**src/rtl/pong_vga_render.sv**
```systemverilog
// pong_vga_render: VGA raster drawing ball, paddles and centre line from positions shadowed once per frame
module pong_vga_render #(
  parameter int PIX_DIV = 2,
  parameter int BALL_SZ = 8,
  parameter int PAD_W = 8,
  parameter int PAD_H = 64,
  parameter logic [11:0] FG_RGB = 12'hFFF,
  parameter logic [11:0] BG_RGB = 12'h000,
  parameter int H_ACT = 640,
  parameter int H_FP = 16,
  parameter int H_SYNC = 96,
  parameter int H_BP = 48,
  parameter int V_ACT = 480,
  parameter int V_FP = 10,
  parameter int V_SYNC = 2,
  parameter int V_BP = 33
) (
  input  logic       clk_clk,
  input  logic       reset_reset,
  input  logic [9:0] bx_in,
  input  logic [9:0] by_in,
  input  logic [9:0] p1x_in,
  input  logic [9:0] p1y_in,
  input  logic [9:0] p2x_in,
  input  logic [9:0] p2y_in,
  output logic       busy_out,
  output logic       frame_tick,
  output logic       vga_hs,
  output logic       vga_vs,
  output logic       vga_blank_n,
  output logic [3:0] vga_r,
  output logic [3:0] vga_g,
  output logic [3:0] vga_b
);
  localparam int H_TOT = H_ACT + H_FP + H_SYNC + H_BP;
  localparam int V_TOT = V_ACT + V_FP + V_SYNC + V_BP;
  localparam int DW = PIX_DIV > 1 ? $clog2(PIX_DIV) : 1;
  logic [DW-1:0] div;
  logic [9:0] hcnt, vcnt, h_nx, v_nx, sbx, sby, sp1x, sp1y, sp2x, sp2y;
  logic [11:0] rgb;
  logic tick, h_end, last, active, hit;
  function automatic logic span(input logic [9:0] p, input logic [9:0] lo, input int sz);
    return {1'b0, p} >= {1'b0, lo} && {1'b0, p} < {1'b0, lo} + 11'(sz);
  endfunction
  always_comb begin
    tick = div == DW'(PIX_DIV - 1);
    h_end = hcnt == 10'(H_TOT - 1);
    last = h_end && vcnt == 10'(V_TOT - 1);
    h_nx = h_end ? '0 : hcnt + 10'd1;
    v_nx = h_end ? (last ? '0 : vcnt + 10'd1) : vcnt;
    active = hcnt < 10'(H_ACT) && vcnt < 10'(V_ACT);
    hit = (span(hcnt, sbx, BALL_SZ) && span(vcnt, sby, BALL_SZ)) ||
          (span(hcnt, sp1x, PAD_W) && span(vcnt, sp1y, PAD_H)) ||
          (span(hcnt, sp2x, PAD_W) && span(vcnt, sp2y, PAD_H)) ||
          ((hcnt == 10'(H_ACT / 2 - 1) || hcnt == 10'(H_ACT / 2)) && !vcnt[3]);
    frame_tick = tick && last && !reset_reset;
  end
  assign {vga_r, vga_g, vga_b} = rgb;
  always_ff @(posedge clk_clk) begin
    if (reset_reset) begin
      div <= '0;
      hcnt <= '0;
      vcnt <= '0;
      {sbx, sby, sp1x, sp1y, sp2x, sp2y} <= '0;
      busy_out <= 1'b0;
      vga_hs <= 1'b1;
      vga_vs <= 1'b1;
      vga_blank_n <= 1'b0;
      rgb <= '0;
    end else begin
      div <= tick ? '0 : div + DW'(1);
      if (tick) begin
        hcnt <= h_nx;
        vcnt <= v_nx;
        busy_out <= v_nx < 10'(V_ACT);
        vga_hs <= !(hcnt >= 10'(H_ACT + H_FP) && hcnt < 10'(H_ACT + H_FP + H_SYNC));
        vga_vs <= !(vcnt >= 10'(V_ACT + V_FP) && vcnt < 10'(V_ACT + V_FP + V_SYNC));
        vga_blank_n <= active;
        rgb <= active ? (hit ? FG_RGB : BG_RGB) : 12'h000;
        if (last) {sbx, sby, sp1x, sp1y, sp2x, sp2y} <= {bx_in, by_in, p1x_in, p1y_in, p2x_in, p2y_in};
      end
    end
  end
endmodule
```
**config.mk**
```make
export PLATFORM = sky130hd
export DESIGN_NAME = pong_vga_render
export DESIGN_NICKNAME = d
export VERILOG_FILES = /design/src/rtl/pong_vga_render.sv
export SDC_FILE = /design/constraint.sdc
export NUM_CORES = 1
export LEC_CHECK = 0
export ABC_CLOCK_PERIOD_IN_PS = 2950
export CAP_MARGIN = 20
export CORE_MARGIN = 2
export CORE_UTILIZATION = 56
export DETAILED_ROUTE_END_ITERATION = 12
export HOLD_SLACK_MARGIN = 0.12
export PLACE_DENSITY_LB_ADDON = 0.3
export SLEW_MARGIN = 5
export SYNTH_ARGS = -nofsm -noshare
export SYNTH_HDL_FRONTEND = slang
export SYNTH_SLANG_ARGS = --single-unit
```
**constraint.sdc**
```tcl
create_clock -name clk_clk -period 2.95 [get_ports clk_clk]
set_clock_uncertainty 0.2 [all_clocks]
set_input_delay 0.7375 -clock clk_clk [delete_from_list [all_inputs] [get_ports clk_clk]]
set_output_delay 0.7375 -clock clk_clk [all_outputs]
set_load 0.02 [all_outputs]
```
======== Word level (Yosys, flattened, before mapping) ========
Cells that the tools add are included.
storage, ports and cells
  output and inout bits ................... 17
  input bits .............................. 62
  word-level logic and storage cells ...... 77
  bits in latches ......................... 0
  memory bits (writable) .................. 0
  memories ................................ 0
  bits in registers ....................... 97
  ROM bits ................................ 0
operators by class
  order comparisons ....................... 19
  reduce and logical (&&, ||, !) cells .... 26
  add/subtract/negate cells ............... 9
  div/mod/pow operators ................... 0
  muxes and demuxes ....................... 5
  shift operators ......................... 0
  multipliers ............................. 0
  eq/ne operators ......................... 4
  bitwise gates (word level) .............. 0
operators with widths
  cell                                                  number
  < comparator 10 x 11 -> 1 bit                         6
  >= comparator 10 bit                                  6
  adder 10 x 4 -> 11 bit, second input constant         4
  < comparator 10 x 9 -> 1 bit, second input constant   3
  2-to-1 mux 10 bit                                     3
  2-to-1 mux 12 bit                                     2
  adder 10 x 7 -> 11 bit, second input constant         2
  adder 10 x 1 -> 10 bit, second input constant         2
  equality test 10 bit, second input constant           2
  equality test 10 x 9 -> 1 bit, second input constant  2
  < comparator 10 bit, second input constant            2
  logical AND 1 bit                                     16
  >= comparator 10 bit, second input constant           1
  >= comparator 10 x 9 -> 1 bit, second input constant  1
  zero test 1 bit                                       4
  logical OR 1 bit                                      4
  AND reduction 2 bit                                   1
  OR reduction 2 bit                                    1
  adder 1 bit, second input constant                    1

======== Longest topological paths before layout ========
  word-level depth ........................ 9
  mapped depth ............................ 12
  gate-level depth less buffers ........... 12

======== Worst setup path before layout ========
OpenSTA, ideal clock, no wires.
  kind .................................... reg2out
  start ................................... register hcnt[1]
  end ..................................... output frame_tick
  data arrival time ....................... 1.659 ns
  setup slack ............................. 0.354 ns
  cell stages (with the launch flop) ...... 7
  cells stage by stage .................... dfxtp_1 -> ha_1 -> nand4b_1 -> nor3_4 -> nand2_1 -> nor2_2 -> buf_2
between the ends
  cells in the longest elaborated chain, start to end .. 4
ends and longest elaborated chain
  element                          line  source
  start, declared                  39    logic [9:0] hcnt, vcnt, h_nx, v_nx, sbx, sby, sp1x, sp1y, sp2x, sp2y;
  start signal, assigned           73    hcnt <= h_nx;
  equality test 10 bit             47    h_end = hcnt == 10'(H_TOT - 1);
  logical AND 1 bit                48    last = h_end && vcnt == 10'(V_TOT - 1);
  logical AND 1 bit (2 in series)  56    frame_tick = tick && last && !reset_reset;
  end, declared                    27    output logic frame_tick,
No other way between the ends.

======== Final worst setup path ========
  start ................................... register vcnt[0]
  end ..................................... output frame_tick
between the ends
  cells in the longest elaborated chain, start to end .. 4
ends and longest elaborated chain
  element                          line  source
  start, declared                  39
  start signal, assigned           74    vcnt <= v_nx;
  equality test 10 bit             48
  logical AND 1 bit                48
  logical AND 1 bit (2 in series)  56
No other way between the ends.

==> impl_metrics.tcl <==
set metrics [dict create \
    final_area_um2 7146 \
    clock_latency_ps 370 \
    yosysTopAreaCell "dfxtp_1" \
    avgSynthCellArea_um2 8.951 \
    power.density_nw_per_um2 327.1 \
    rsz0062_at_grt "true" \
    cts_buffers 9 \
    grt_pass1_wl_mm 24.98 \
    hp-class "register to register" \
    place_inst 871 \
    nNetsFinal 914 \
    drtPass1Iterations 5 \
    rrSetupSlack_ps 150 \
    cts_buffer_depth 2 \
    ant_nets 0 \
    endpoint_kind "output pin" \
    grt_pass1_vias 5344 \
    htree_num_levels 3 \
    start_util 0.5739 \
    die_w_um 106.4 \
    gp_congestion 0.8832 \
    timing.fmax_ghz 0.3477 \
    fin_crit_sh 0.9750 \
    outcome "finished clean" \
    synth.top_cell.area_share 0.2932 \
    dpl.hpwl_mm 11.26 \
    grt_use_total 0.2739 \
    drive_above_1_share 0.07989 \
    cts_root_buffer "clkbuf_8" \
    drv_cap 0 \
    grt_max_degree 64 \
    routed_via_density 5.988 \
    slew_headroom 0.5796 \
    slowest_delay_ps 370 \
    rows 37 \
    crit_type "register to output pin" \
    crit_chain "inv_1 -> ha_1 -> nor4b_2 -> and4_1 -> nand2_1 -> nor2_4 -> buf_2" \
    die_area_um2 11320 \
    leakage_nw 2.921 \
    antenna_cells 0 \
    critPathRequiredTime_ps 2010 \
    synth_edf_count 0 \
    placed_area_um2 6915 \
    syn_nets 824 \
    path_max_fanout 5 \
    setup_violations 0 \
    synth_area_leaders "dfxtp_1, ha_1, a22o_1, xnor2_1, inv_1" \
    synthToLayoutAreaGrowth_pct 21.69 \
    ys_seq_area_frac 0.2932 \
    ir_drop_mv 0.2777 \
    layout_min_cycle_time_ps 2876 \
    yosys.cell_types.count 56 \
    ioPinCount 79 \
    antenna_found_initial 0 \
    cts_tree "yes" \
    dieHeight_um 106.4 \
    worstMarginPinSlew_ps 630.5 \
    ys.warnings.count 0 \
    ys_ff_latch 86 \
    setup_ws_ps 73.73 \
    slew_viol_final 0 \
    core_area_um2 10230 \
    crit_slowest_cell "dfxtp_1" \
    io_buffers 78 \
    arrival_ps 1940 \
    postSynthCellCount 656 \
    dr_total_vias 5311 \
    drtIter0Drc 351 \
    cts_sinks 86 \
    final_cells 887 \
    startpoint_type "register" \
    netlist_area_um2 5872 \
    ys_top_cells_by_count "ha_1, dfxtp_1, inv_1" \
    hold_ws_ps 283.0 \
    crit_family "simple AND/OR/NAND/NOR gates" \
    wl_mm 15.04 \
    drc_errors 0 \
    synthArstFlopShare 0 \
    path_clk_slew_ps 80 \
    crit_buf_inv 2 \
    ctsHoldBuffers 0 \
    finalHoldViolCount 0 \
    yosys_most_used_dff "dfxtp_1" \
    yosysMostFrequentCell "ha_1" \
    wl_per_cell_um 16.96 \
    overflow 0 \
    post-place-ws_ps -137.3 \
]
worst reg2reg max path, delay by kind of cell, from the launching register on:
kind	cells	cell delay [ps]
compound gates	5	980
xor+xnor	1	130
fa+ha+maj	2	530
flops	1	370
simple gates	3	510
logic make-up after synthesis:
kind of cell	Yosys count	share of synthesized area
AO/OA/AOI/OAI	172	0.2099
AND/OR/NAND/NOR	158	0.1434
adder cells (fa/ha/maj)	106	0.2259
buffers and inverters	95	0.06904
flip-flops	86	0.2932
XOR/XNOR	38	0.05668
multiplexers	1	0.001918
metrics by stage:
stage	utilization	total power, mW	setup TNS [ps]
final	0.6984	2.337	0
after global routing	0.6984	2.413	-55.24
after CTS	0.6960	2.344	0
after detailed placement	0.6759	1.474	-240.4
after global placement	0.6759	1.467	-128.5
after floorplan	-	1.336	0
cell type report:
type                    count  area, um2
flip-flops and latches     86       1724
well taps                 136      170.2
clock inverters             4      55.05
inverters                  68      255.2
repair buffers            106      998.5
fillers                   806       3085
multi-input cells         475       3787
clock buffers              12      155.1
where the power goes:
group          switching [mW]  internal [mW]  total [mW]
Clock                   0.449          0.441       0.890
Sequential             0.0115           1.17        1.18
Combinational           0.117          0.151       0.268
Total                   0.577           1.76        2.34
path summary, 6_finish.rpt:
path,startpoint,end,depth (start not counted)
worst max-delay path,vcnt[0]$_SDFFE_PP0P_,frame_tick,7
worst min-delay path,sp1y[1]$_SDFFE_PP0P_,sp1y[1]$_SDFFE_PP0P_,1
worst max register to register,sp2x[3]$_SDFFE_PP0P_,rgb[10]$_SDFFE_PP0P_,11
worst min register to register,sp1y[1]$_SDFFE_PP0P_,sp1y[1]$_SDFFE_PP0P_,1
state kept, by name, indices dropped and copies added, names as in the netlist:
signal       flops
hcnt            10
sbx             10
sby             10
sp1x            10
sp1y            10
sp2x            10
sp2y            10
vcnt            10
busy_out         1
div              1
rgb              1
vga_blank_n      1
vga_hs           1
vga_vs           1
routing by layer:
layer / vias to the layer above / share of wire / global-route usage / routed length, um
li1: 2572 / - / - / -
met3: 30 / 0.051 / 0.05212 / 763
met4: 0 / 0.021 / 0.09868 / 321
met5: - / 0 / 0 / 0
met1: 2566 / 0.43 / 0.3304 / 6479
met2: 143 / 0.50 / 0.4831 / 7477
repair_timing:
item | CTS | global route
setup buffers | 0 | 0
pin swaps | 0 | 0
gates cloned | 0 | 0
gates resized for setup | 4 | 9
endpoints found under the setup margin | 1 | 2
placed cells by master (no fill, tap or decap), types with 9 or more instances in the layout:
| cell | n |
|---|---|
| a21oi_1 | 29 |
| nand4_1 | 11 |
| nand3_1 | 29 |
| a31oi_1 | 9 |
| clkdlybuf4s50_1 | 77 |
| ha_1 | 106 |
| nand2_1 | 33 |
| o21ai_0 | 27 |
| dfxtp_1 | 84 |
| buf_4 | 27 |
| xnor2_1 | 31 |
| inv_1 | 68 |
| nor2_1 | 25 |
| a22o_1 | 60 |
| nor3_1 | 13 |
| clkbuf_8 | 11 |
Note: power is estimated with default switching activity, not from simulation.
